**config.mk**
```make
export PLATFORM = sky130hd
export DESIGN_NAME = serial_frame_tx_flat
export DESIGN_NICKNAME = d
export VERILOG_FILES = /design/src/rtl/serial_frame_tx_pkg.sv /design/src/rtl/serial_frame_tx_if.sv /design/src/rtl/serial_frame_tx_bit_down_counter.sv /design/src/rtl/serial_frame_tx.sv /design/src/flat_wrapper.sv
export SDC_FILE = /design/constraint.sdc
export NUM_CORES = 1
export LEC_CHECK = 0
export ABC_AREA = 0
export ABC_CLOCK_PERIOD_IN_PS = 3300
export CORE_MARGIN = 2
export CORE_UTILIZATION = 47
export CTS_BUF_LIST = sky130_fd_sc_hd__clkbuf_16
export DETAILED_ROUTE_END_ITERATION = 10
export PLACE_DENSITY = 0.81
export REMOVE_ABC_BUFFERS = 1
export SLEW_MARGIN = 0
export SYNTH_ARGS = -nofsm -noshare
export SYNTH_HDL_FRONTEND = slang
export SYNTH_HIERARCHICAL = 1
export SYNTH_SLANG_ARGS = --single-unit
```
**constraint.sdc**
```tcl
create_clock -name clk -period 3.3 [get_ports clk]
set_input_delay 0.66 -clock clk [delete_from_list [all_inputs] [get_ports clk]]
set_output_delay 0.66 -clock clk [all_outputs]
set_load 0.05 [all_outputs]
```
**src/rtl/serial_frame_tx_pkg.sv**
```systemverilog
// Shared state encoding, default field widths and request validation for the serial frame transmitter.
// No logic of its own: the receiver imports the same widths, so the field layout cannot drift between the two ends.
package serial_frame_tx_pkg;

    localparam int unsigned DEF_PORT_W = 2;
    localparam int unsigned DEF_LEN_W  = 4;

    typedef enum logic [2:0] {
        S_IDLE  = 3'd0,
        S_ARM   = 3'd1,
        S_START = 3'd2,
        S_PORT  = 3'd3,
        S_LEN   = 3'd4,
        S_DATA  = 3'd5,
        S_GAP   = 3'd6
    } tx_state_e;

    // A frame must carry at least one data bit and no more than the payload register holds.
    function automatic logic len_ok(input int unsigned len, input int unsigned data_w);
        return (len >= 1) && (len <= data_w);
    endfunction

endpackage

```
**src/rtl/serial_frame_tx_if.sv**
```systemverilog
// Request/response bundle between a frame requester and the transmitter, plus the serial line itself.
// The requester holds start until it sees ready; reject and frameDone are single-cycle pulses.
interface serial_frame_tx_if
    import serial_frame_tx_pkg::*;
#(
    parameter int unsigned PORT_W = DEF_PORT_W,
    parameter int unsigned LEN_W  = DEF_LEN_W,
    parameter int unsigned DATA_W = 15
);
    logic              start;
    logic [PORT_W-1:0] port_num;
    logic [LEN_W-1:0]  data_len;
    logic [DATA_W-1:0] data_in;
    logic              ready;
    logic              reject;
    logic              serOut;
    logic              frameDone;

    modport master (
        output start, port_num, data_len, data_in,
        input  ready, reject, serOut, frameDone
    );

    modport slave (
        input  start, port_num, data_len, data_in,
        output ready, reject, serOut, frameDone
    );
endinterface

```
**src/rtl/serial_frame_tx_bit_down_counter.sv**
```systemverilog
// Loadable down-counter shared by the PORT, LEN, DATA and GAP phases; load wins over decrement, stops at zero.
// One-cycle update; o_cnt_nxt exposes the value the register takes at the next edge so the line bit can be registered.
module bit_down_counter #(
    parameter int unsigned W = 4
) (
    input  logic         clk,
    input  logic         rst,
    input  logic         i_en,
    input  logic         i_load,
    input  logic [W-1:0] i_load_val,
    output logic [W-1:0] o_cnt_nxt,
    output logic         o_zero
);

    logic [W-1:0] r_cnt;

    always_comb begin
        o_cnt_nxt = r_cnt;
        if (i_load) begin
            o_cnt_nxt = i_load_val;
        end else if (i_en && (r_cnt != '0)) begin
            o_cnt_nxt = r_cnt - W'(1);
        end
    end

    always_ff @(posedge clk) begin
        if (rst) begin
            r_cnt <= '0;
        end else begin
            r_cnt <= o_cnt_nxt;
        end
    end

    assign o_zero = (r_cnt == '0);

endmodule

```
**src/rtl/serial_frame_tx.sv**
```systemverilog
// Serialises {start 0, port, length, N data bits, idle gap} onto serOut, one bit per clkEn tick, all outputs registered.
// Accepts a request only while ready (IDLE); start while busy is ignored, invalid lengths pulse reject.
module serial_frame_tx
    import serial_frame_tx_pkg::*;
#(
    parameter int unsigned PORT_W    = DEF_PORT_W,
    parameter int unsigned LEN_W     = DEF_LEN_W,
    parameter int unsigned DATA_W    = 15,
    parameter int unsigned IDLE_BITS = 1
) (
    input  logic            clk,
    input  logic            rst,
    input  logic            clkEn,
    serial_frame_tx_if.slave bus
);

    localparam int unsigned EXT_W = 2 ** LEN_W;

    tx_state_e         r_state;
    tx_state_e         w_state_nxt;
    logic [PORT_W-1:0] r_port_sh;
    logic [LEN_W-1:0]  r_len_sh;
    logic [DATA_W-1:0] r_data_sh;
    logic              r_ser_out;
    logic              r_reject;
    logic              r_frame_done;

    logic              w_req_ok;
    logic              w_accept;
    logic              w_bad_req;
    logic              w_done;
    logic              w_load;
    logic [LEN_W-1:0]  w_load_val;
    logic [LEN_W-1:0]  w_cnt_nxt;
    logic              w_zero;
    logic              w_ser_nxt;

    // Zero-extended views so the counter value indexes every field without range checks.
    logic [EXT_W-1:0]  w_port_ext;
    logic [EXT_W-1:0]  w_len_ext;
    logic [EXT_W-1:0]  w_data_ext;

    assign w_port_ext = EXT_W'(r_port_sh);
    assign w_len_ext  = EXT_W'(r_len_sh);
    assign w_data_ext = EXT_W'(r_data_sh);

    assign w_req_ok = len_ok(32'(bus.data_len), DATA_W);

    bit_down_counter #(
        .W (LEN_W)
    ) u_bit_cnt (
        .clk        (clk),
        .rst        (rst),
        .i_en       (clkEn),
        .i_load     (w_load),
        .i_load_val (w_load_val),
        .o_cnt_nxt  (w_cnt_nxt),
        .o_zero     (w_zero)
    );

    always_comb begin
        w_state_nxt = r_state;
        w_load      = 1'b0;
        w_load_val  = '0;
        w_accept    = 1'b0;
        w_bad_req   = 1'b0;
        w_done      = 1'b0;
        unique case (r_state)
            S_IDLE: begin
                // Acceptance does not wait for a tick; ARM then lines the start bit up with one.
                if (bus.start) begin
                    if (w_req_ok) begin
                        w_accept    = 1'b1;
                        w_state_nxt = S_ARM;
                    end else begin
                        w_bad_req = 1'b1;
                    end
                end
            end
            S_ARM: begin
                if (clkEn) begin
                    w_state_nxt = S_START;
                end
            end
            S_START: begin
                if (clkEn) begin
                    w_state_nxt = S_PORT;
                    w_load      = 1'b1;
                    w_load_val  = LEN_W'(PORT_W - 1);
                end
            end
            S_PORT: begin
                if (clkEn && w_zero) begin
                    w_state_nxt = S_LEN;
                    w_load      = 1'b1;
                    w_load_val  = LEN_W'(LEN_W - 1);
                end
            end
            S_LEN: begin
                if (clkEn && w_zero) begin
                    w_state_nxt = S_DATA;
                    w_load      = 1'b1;
                    w_load_val  = r_len_sh - LEN_W'(1);
                end
            end
            S_DATA: begin
                if (clkEn && w_zero) begin
                    w_state_nxt = S_GAP;
                    w_load      = 1'b1;
                    w_load_val  = LEN_W'(IDLE_BITS - 1);
                end
            end
            S_GAP: begin
                if (clkEn && w_zero) begin
                    w_state_nxt = S_IDLE;
                    w_done      = 1'b1;
                end
            end
            default: begin
                w_state_nxt = S_IDLE;
            end
        endcase
    end

    // Line value for the state/count the registers are about to take, so serOut moves with them.
    always_comb begin
        w_ser_nxt = 1'b1;
        unique case (w_state_nxt)
            S_START: w_ser_nxt = 1'b0;
            S_PORT:  w_ser_nxt = w_port_ext[w_cnt_nxt];
            S_LEN:   w_ser_nxt = w_len_ext[w_cnt_nxt];
            S_DATA:  w_ser_nxt = w_data_ext[w_cnt_nxt];
            default: w_ser_nxt = 1'b1;
        endcase
    end

    always_ff @(posedge clk) begin
        if (rst) begin
            r_state      <= S_IDLE;
            r_port_sh    <= '0;
            r_len_sh     <= '0;
            r_data_sh    <= '0;
            r_ser_out    <= 1'b1;
            r_reject     <= 1'b0;
            r_frame_done <= 1'b0;
        end else begin
            r_state      <= w_state_nxt;
            r_ser_out    <= w_ser_nxt;
            r_reject     <= w_bad_req;
            r_frame_done <= w_done;
            if (w_accept) begin
                r_port_sh <= bus.port_num;
                r_len_sh  <= bus.data_len;
                r_data_sh <= bus.data_in;
            end
        end
    end

    assign bus.ready     = (r_state == S_IDLE);
    assign bus.reject    = r_reject;
    assign bus.serOut    = r_ser_out;
    assign bus.frameDone = r_frame_done;

endmodule

```
**src/flat_wrapper.sv**
```systemverilog
// flat-port wrapper written by rule: the top's interface ports become plain ports
module serial_frame_tx_flat import serial_frame_tx_pkg::*;
#(
    parameter int unsigned PORT_W    = DEF_PORT_W,
    parameter int unsigned LEN_W     = DEF_LEN_W,
    parameter int unsigned DATA_W    = 15,
    parameter int unsigned IDLE_BITS = 1
)
  (clk, rst, clkEn, bus_start, bus_port_num, bus_data_len, bus_data_in, bus_ready, bus_reject, bus_serOut, bus_frameDone);
  serial_frame_tx_if #(.PORT_W(PORT_W), .LEN_W(LEN_W), .DATA_W(DATA_W)) bus_i ();
  input  logic clk;
  input  logic rst;
  input  logic clkEn;
  input wire logic [$bits(bus_i.start)-1:0] bus_start;
  input wire logic [$bits(bus_i.port_num)-1:0] bus_port_num;
  input wire logic [$bits(bus_i.data_len)-1:0] bus_data_len;
  input wire logic [$bits(bus_i.data_in)-1:0] bus_data_in;
  output wire logic [$bits(bus_i.ready)-1:0] bus_ready;
  output wire logic [$bits(bus_i.reject)-1:0] bus_reject;
  output wire logic [$bits(bus_i.serOut)-1:0] bus_serOut;
  output wire logic [$bits(bus_i.frameDone)-1:0] bus_frameDone;
  assign bus_i.start = bus_start;
  assign bus_i.port_num = bus_port_num;
  assign bus_i.data_len = bus_data_len;
  assign bus_i.data_in = bus_data_in;
  assign bus_ready = bus_i.ready;
  assign bus_reject = bus_i.reject;
  assign bus_serOut = bus_i.serOut;
  assign bus_frameDone = bus_i.frameDone;
  serial_frame_tx #(.PORT_W(PORT_W), .LEN_W(LEN_W), .DATA_W(DATA_W), .IDLE_BITS(IDLE_BITS)) u_core (.clk(clk), .rst(rst), .clkEn(clkEn), .bus(bus_i));
endmodule
```
==> results.toml, run 1 <==
[timing]
slew-limit-headroom_pct = 54.89
final_max_slew_viol_count = 0
post-route-min-period_ns = 3.096
rsz0062_at_grt = "false"
final_count_of_hold_timing_violations = 0
setup_viol = 0
hold-worst-slack_ns = 0.4565
skew_final_ns = 0.004364
maxClockFrequency_mhz = 323.0
transition_at_the_pin_with_the_smallest_max_transition_slack_ns = 0.6766
finalSetupTns_ns = 0
period_share_pct = 93.83

[die]
placement_rows = 21
initial_utilization_pct = 49.63
top_level_ports = 29
die_height_um = 63.59
core-area_um2 = 3363
fp.dieArea_um2 = 4044
dieWidth_um = 63.59

[logic_synthesis]
synth_compound_area_share_pct = 21.29
synth_edf_count = 0
synth.area.mux_share_pct = 7.646
synth_flop_cell = "sky130_fd_sc_hd__dfxtp_1"
yosys.area_share.simple_pct = 26.09
synth_seq_area_share_pct = 37.18
syn_avg_cell_area_um2 = 8.263
synth.yosys.warnings = 6
netlist-cell-type-count = 46
total_standard_cell_area_after_synthesis_um2 = 1669
async_flop_share_pct = 0
synth_top_family_by_area = "simple AND/OR/NAND/NOR gates"
synth_xor_area_share_pct = 1.049
synth.ff_latch_count = 31
synthAdderAreaFrac_pct = 1.499
syn_inst = 202

[place]
gp_congestion = 0.8685
hpwl_dp_um = 2637
buffer_ports.inserted = 28

[run]
timing.max_cap.violations = 0

[clock_tree]
numClockSinks = 31
reg_clk_slew_reported_paths_ns = 0.05
clock_insertion_delay_worst_skew_ns = 0.27
cts-buffers-inserted = 5
cts_tree = "built"
clock_tree.buffer_depth = 2
cts_htree_levels = 2
root_buffer = "sky130_fd_sc_hd__clkbuf_16"

[global_routing]
gr-usage-met3_pct = 6.250
number_of_antenna_violations_at_the_first_check_in_global_routing = 0
track_usage_pct = 18.54
grtUsageMet2_pct = 29.21
grt_pass1_vias = 1306
first_pass_grt_wire_length_um = 5871
grt_start_max_net_pins = 22
grt.overflow.total = 0
use_met1_pct = 23.92
globalRoute.busiestLayer = "met2"

[setup_path]
worstSetupEndpointType = "flop"
critPathMaxFanout = 5
crit_type = "reg -> reg"
reg2reg_slack_ns = 0.20
start_kind = "flop"
r2r_start = "u_core/u_bit_cnt/r_cnt[0]"
worst_r2r_path_depth = 14
timing.critical_path.arrival_ns = 3.25
rr_endpoint = "u_core/bus.serOut"
required_ns = 3.45

[power_and_ir_drop]
pwr-share-clk_pct = 27.4
switching_share_pct = 33.14
ir_drop_uv = 301.3
seq_power_share_pct = 28.5
power.net_switching_uw = 515.6
power_density_nw_per_um2 = 699.3
p_leak_nw = 0.8276
internal_power_mw = 1.040
comb_power_share_pct = 44.1
report.power.total_mw = 1.556

[worst_hold_path]
min_delay_path_depth = 2
worstHoldEndpoint = "u_core/r_port_sh[1]"
min-delay-path-class = "reg -> reg"
hold_start = "u_core/r_port_sh[1]"

[final_layout]
finalCoreUtilization_pct = 66.15
area_growth_pct = 33.28
layout.nets = 264
post_route_cells_drive_above_1_share_pct = 14.71
count_of_antenna_diodes_in_the_layout = 0

[detailed_routing]
routed_wl_um = 3477
drt-pass1-iter-count = 5
ant_nets = 0
remaining_drc_errors = 0
number_of_drc_markers_after_the_initial_detailed_route_iteration = 86
routed_wire_length_per_instance_um = 12.24
route.detailed.vias_per_inst = 5.289
routed-via-count = 1502

[status]
status = "finished clean"
through the flow:
step	area, µm²	worst slack [ns]	instances
floorplan	1608	-0.5302	189
global placement	2048	0.07080	275
detailed placement	2048	-0.005601	275
CTS	2192	0.006665	283
global route	2225	0.001914	284
finish	2225	0.2037	284
cell families after synthesis:
| kind of cell | Yosys count |
|---|---|
| AO/OA/AOI/OAI | 51 |
| buffers and inverters | 20 |
| adder cells (fa/ha/maj) | 2 |
| AND/OR/NAND/NOR | 87 |
| XOR/XNOR | 2 |
| multiplexers | 9 |
| flip-flops | 31 |
power by group through the flow:
stage,Sequential [mW],Combinational [mW],Clock (mW)
2_1_floorplan,0.456,0.415,0
3_3_place_gp,0.450,0.616,0
3_5_place_dp,0.451,0.631,0
4_1_cts,0.443,0.637,0.435
5_1_grt,0.448,0.752,0.452
6_report,0.444,0.686,0.426
worst max-delay path, stage by stage, from the launching register on:
cell                        delay (ns)
sky130_fd_sc_hd__dfxtp_1          0.31
sky130_fd_sc_hd__inv_1            0.09
sky130_fd_sc_hd__ha_2             0.20
sky130_fd_sc_hd__or3b_4           0.41
sky130_fd_sc_hd__inv_2            0.09
sky130_fd_sc_hd__o21ai_0          0.10
sky130_fd_sc_hd__a21boi_1         0.21
sky130_fd_sc_hd__clkinv_1         0.13
sky130_fd_sc_hd__nor2_1           0.18
sky130_fd_sc_hd__a31oi_1          0.06
sky130_fd_sc_hd__buf_4            0.15
sky130_fd_sc_hd__mux4_2           0.40
sky130_fd_sc_hd__nor2b_1          0.16
sky130_fd_sc_hd__a2111oi_4        0.36
sky130_fd_sc_hd__o31ai_2          0.11
placed cells by master (no fill, tap or decap), types with 3 or more instances in the layout:
| cell type | netlist | routed |
|---|---|---|
| sky130_fd_sc_hd__nand2_1 | 42 | 42 |
| sky130_fd_sc_hd__dfxtp_1 | 31 | 31 |
| sky130_fd_sc_hd__clkdlybuf4s50_1 | 0 | 28 |
| sky130_fd_sc_hd__a21oi_1 | 20 | 20 |
| sky130_fd_sc_hd__nor2_1 | 16 | 16 |
| sky130_fd_sc_hd__buf_4 | 0 | 12 |
| sky130_fd_sc_hd__inv_1 | 6 | 6 |
| sky130_fd_sc_hd__nor2b_1 | 7 | 6 |
| sky130_fd_sc_hd__mux2i_1 | 6 | 6 |
| sky130_fd_sc_hd__clkbuf_16 | 0 | 5 |
| sky130_fd_sc_hd__a22oi_1 | 5 | 5 |
| sky130_fd_sc_hd__o21ai_0 | 4 | 4 |
| sky130_fd_sc_hd__nor3_1 | 4 | 4 |
| sky130_fd_sc_hd__nand3_1 | 5 | 4 |
| sky130_fd_sc_hd__a21boi_1 | 1 | 3 |
| sky130_fd_sc_hd__a31oi_1 | 3 | 3 |
| sky130_fd_sc_hd__mux4_2 | 3 | 3 |
| sky130_fd_sc_hd__nor3b_1 | 3 | 3 |
| sky130_fd_sc_hd__a211oi_1 | 3 | 3 |
layout make-up:
type | count | area [µm²]
clock inverters | 3 | 16.27
multi-input cells | 151 | 988.4
fillers | 296 | 1139
well taps | 46 | 57.56
inverters | 7 | 26.28
clock buffers | 5 | 125.1
flip-flops and latches | 31 | 620.6
repair buffers | 41 | 390.4
synth_stat cells (all sizes together), types with 3 or more instances:
cell     n  share of area, %
mux2i    6               3.6
nor2b    7               2.6
nor3     4               1.2
nor3b    3               1.3
a21oi   21               7.0
clkbuf   6               1.3
nand2   42               9.4
buf      7               2.3
a211oi   3               1.3
inv      6               1.3
o21ai    4               1.2
nor2    16               3.6
a21boi   3               1.3
a31oi    3               1.1
mux4     3               4.0
a22oi    5               2.2
dfxtp   31                37
nand3    5               1.5
registers in the layout (all words and copies together), names as in the netlist:
register and count:
u_core/bus.reject 1, u_core/u_bit_cnt/r_cnt 4, u_core/r_port_sh 2, u_core/bus.serOut 1, u_core/r_state 3, u_core/r_data_sh 15
u_core/bus.frameDone 1, u_core/r_len_sh 4
layer usage:
| metal | routed length (µm) | vias to the layer above |
|---|---|---|
| met3 | 134 | 2 |
| met2 | 1714 | 31 |
| li1 | - | 782 |
| met1 | 1601 | 687 |
| met4 | 27 | 0 |
| met5 | 0 | - |
worst max-delay path by stage:
| stage | slack [ns] | depth (start not counted) | end | startpoint |
|---|---|---|---|---|
| final | 0.20 | 14 | u_core/bus.serOut | u_core/u_bit_cnt/r_cnt[0] |
| after global routing | 0.002 | 14 | u_core/bus.serOut | u_core/u_bit_cnt/r_cnt[0] |
| after CTS | 0.007 | 14 | u_core/bus.serOut | u_core/u_bit_cnt/r_cnt[0] |
| after detailed placement | -0.006 | 14 | u_core/bus.serOut | u_core/u_bit_cnt/r_cnt[0] |
| after global placement | 0.07 | 10 | u_core/bus.serOut | clkEn |
| after floorplan | -0.53 | 12 | u_core/bus.serOut | u_core/u_bit_cnt/r_cnt[0] |
what timing repair did:
action / in CTS / in global routing
hold buffers: 0 / 0
setup buffers: 0 / 1
gates cloned: 0 / 0
gates resized for setup: 2 / 6
endpoints found under the setup margin: 1 / 1
pin swaps: 0 / 3
No activity file was read; power rests on OpenSTA's default activity.
==> run 2, diff against run 1 <==
--- a/config.mk
+++ b/config.mk
@@ -7,13 +7,13 @@
 export LEC_CHECK = 0
 export ABC_AREA = 0
 export ABC_CLOCK_PERIOD_IN_PS = 3300
+export CAP_MARGIN = 20
 export CORE_MARGIN = 2
 export CORE_UTILIZATION = 47
 export CTS_BUF_LIST = sky130_fd_sc_hd__clkbuf_16
 export DETAILED_ROUTE_END_ITERATION = 10
 export PLACE_DENSITY = 0.81
 export REMOVE_ABC_BUFFERS = 1
-export SLEW_MARGIN = 0
 export SYNTH_ARGS = -nofsm -noshare
 export SYNTH_HDL_FRONTEND = slang
 export SYNTH_HIERARCHICAL = 1
==> results of run 2 <==
Final layout, timing and power as in run 1 (identical DEF).
==> run 3, diff against run 2 <==
--- a/config.mk
+++ b/config.mk
@@ -8,7 +8,7 @@
 export ABC_AREA = 0
 export ABC_CLOCK_PERIOD_IN_PS = 3300
 export CAP_MARGIN = 20
-export CORE_MARGIN = 2
+export CORE_MARGIN = 5
 export CORE_UTILIZATION = 47
 export CTS_BUF_LIST = sky130_fd_sc_hd__clkbuf_16
 export DETAILED_ROUTE_END_ITERATION = 10
==> results.toml, run 3 (same netlist as run 1, synthesis figures left out) <==
[status]
status = "finished clean"

[clock_tree]
cts-buffers-inserted = 5
clock_insertion_delay_worst_skew_ns = 0.27
cts_htree_levels = 2
reg_clk_slew_reported_paths_ns = 0.05
numClockSinks = 31
cts_tree = "built"
root_buffer = "sky130_fd_sc_hd__clkbuf_16"
clock_tree.buffer_depth = 2

[setup_path]
critical-path-top-cell-by-count = "sky130_fd_sc_hd__buf_4"
rr_endpoint = "u_core/bus.serOut"
start_kind = "flop"
setup.worst_path.start = "u_core/u_bit_cnt/r_cnt[0]"
crit_chain = "inv_1 > ha_2 > or3b_4 > inv_4 > o21ai_0 > a21boi_1 > clkinv_1 > nor2_1 > a31oi_1 > buf_4 > buf_4 > mux2i_1 > or4_1 > o31a_1 > o31ai_2"
cp.depth = 15
cp_slowest_stage_delay_ns = 0.42
required_ns = 3.49
critPathMaxFanout = 8
crit_type = "reg -> reg"
cp-endpoint = "u_core/bus.serOut"
worst_r2r_path_depth = 15
reg2reg_slack_ns = 0.24
cell_at_the_slowest_stage_of_the_critical_path = "sky130_fd_sc_hd__or3b_4"
r2r_start = "u_core/u_bit_cnt/r_cnt[0]"
critPathBufInv = 5
worstSetupEndpointType = "flop"
timing.critical_path.arrival_ns = 3.25
cpLargestDelayFamily = "simple AND/OR/NAND/NOR gates"

[final_layout]
post_route_cells_drive_above_1_share_pct = 13.56
layout_top_registers = "u_core/r_data_sh (15), u_core/r_len_sh (4), u_core/u_bit_cnt/r_cnt (4)"
flip_flop_count_of_the_largest_register_after_layout = 15
layout.cells.most_common_list = "sky130_fd_sc_hd__nand2_1 (42), sky130_fd_sc_hd__dfxtp_1 (31), sky130_fd_sc_hd__clkdlybuf4s50_1 (28)"
layout.nets = 262
count_of_antenna_diodes_in_the_layout = 0
largest_register = "u_core/r_data_sh"
finalCoreUtilization_pct = 65.04
area_growth_pct = 32.08
layout_commonest_cell = "sky130_fd_sc_hd__nand2_1"
filler_cell_count = 275
finalNonFillerCells = 282

[die]
fp.dieArea_um2 = 4843
initial_utilization_pct = 49.24
core-area_um2 = 3390
placement_rows = 21
die_height_um = 69.59
dieWidth_um = 69.59
top_level_ports = 29

[global_routing]
grt_pass1_vias = 1341
track_usage_pct = 13.98
first_pass_grt_wire_length_um = 5589
grt_start_max_net_pins = 32
grt.overflow.total = 0
number_of_antenna_violations_at_the_first_check_in_global_routing = 0

[timing]
maxClockFrequency_mhz = 326.9
setup_viol = 0
final_count_of_hold_timing_violations = 0
final_max_slew_viol_count = 0
rsz0062_at_grt = "false"
skew_final_ns = 0.002115
finalSetupTns_ns = 0
transition_at_the_pin_with_the_smallest_max_transition_slack_ns = 0.6487
period_share_pct = 92.71
post-route-min-period_ns = 3.059
slew-limit-headroom_pct = 56.65
post-route-worst-setup-slack_ns = 0.2405

[power_and_ir_drop]
ir_drop_uv = 340.1
power_density_nw_per_um2 = 717.6
p_leak_nw = 0.8163

[detailed_routing]
ant_nets = 0
number_of_drc_markers_after_the_initial_detailed_route_iteration = 73
drt-pass1-iter-count = 4
route.detailed.vias_per_inst = 5.358
routed_wl_um = 3460
remaining_drc_errors = 0
routed_wire_length_per_instance_um = 12.27
routed-via-count = 1511

[place]
placedCellCount = 273
place_worst_setup_slack_ns = -0.05759
buffer_ports.inserted = 28
hpwl_dp_um = 2579
gp_congestion = 0.7958

[worst_hold_path]
hold_start = "u_core/r_data_sh[13]"
min-delay-path-class = "reg -> reg"

[run]
timing.max_cap.violations = 0
-- run 3: final cells by class --
type | count | area [µm²] | share of cell area (%)
multi-input combinational | 151 | 970.9 | 44.04
sequential | 31 | 620.6 | 28.15
timing repair buffer | 39 | 362.8 | 16.46
clock buffer | 5 | 125.1 | 5.675
tap | 46 | 57.56 | 2.611
clock inverter | 3 | 38.79 | 1.759
inverter | 7 | 28.78 | 1.305
-- run 3: per-stage QoR --
step           total power [mW]  hold slack, ns  cell area (µm²)
2_1_floorplan            0.8708          0.4271             1608
3_3_place_gp              1.038          0.4415             2021
3_5_place_dp              1.049          0.4479             2021
4_1_cts                   1.558          0.4544             2187
5_1_grt                   1.678          0.4704             2205
6_report                  1.582          0.4523             2205
-- run 3: how the worst min path moves through the flow --
stage	end	slack (ns)	depth (start not counted)
6_report	u_core/r_data_sh[13]	0.45	2
5_1_grt	u_core/r_data_sh[14]	0.47	2
4_1_cts	u_core/r_data_sh[13]	0.45	2
3_5_place_dp	u_core/r_data_sh[13]	0.45	2
3_3_place_gp	u_core/r_port_sh[1]	0.44	2
2_1_floorplan	u_core/r_data_sh[2]	0.43	2
-- run 3: routing by layer --
metal	share of wire [%]	global-route usage, %	up-vias
li1	-	-	778
met1	45	16.22	698
met2	48	23.94	29
met3	6.0	4.783	6
met4	1.2	4.555	0
met5	0	0	-
-- run 3: what timing repair did --
item,in CTS,in global routing
endpoints found under the setup margin,1,1
setup buffers,0,1
hold buffers,0,0
gates resized for setup,3,4
pin swaps,0,1
-- run 3: worst reg2reg max path, delay by kind of cell (launching register included) --
kind                     cells  cell delay, ns
multiplexers                 1            0.11
AO/OA/AOI/OAI                5            0.70
flip-flops                   1            0.31
adder cells (fa/ha/maj)      1            0.20
AND/OR/NAND/NOR              3            1.01
buffers and inverters        5            0.66
-- run 3: power breakdown --
part,internal (mW),total (mW),switching (mW)
Sequential,0.417,0.449,0.0326
Clock,0.351,0.498,0.147
Combinational,0.316,0.635,0.319
Total,1.08,1.58,0.498
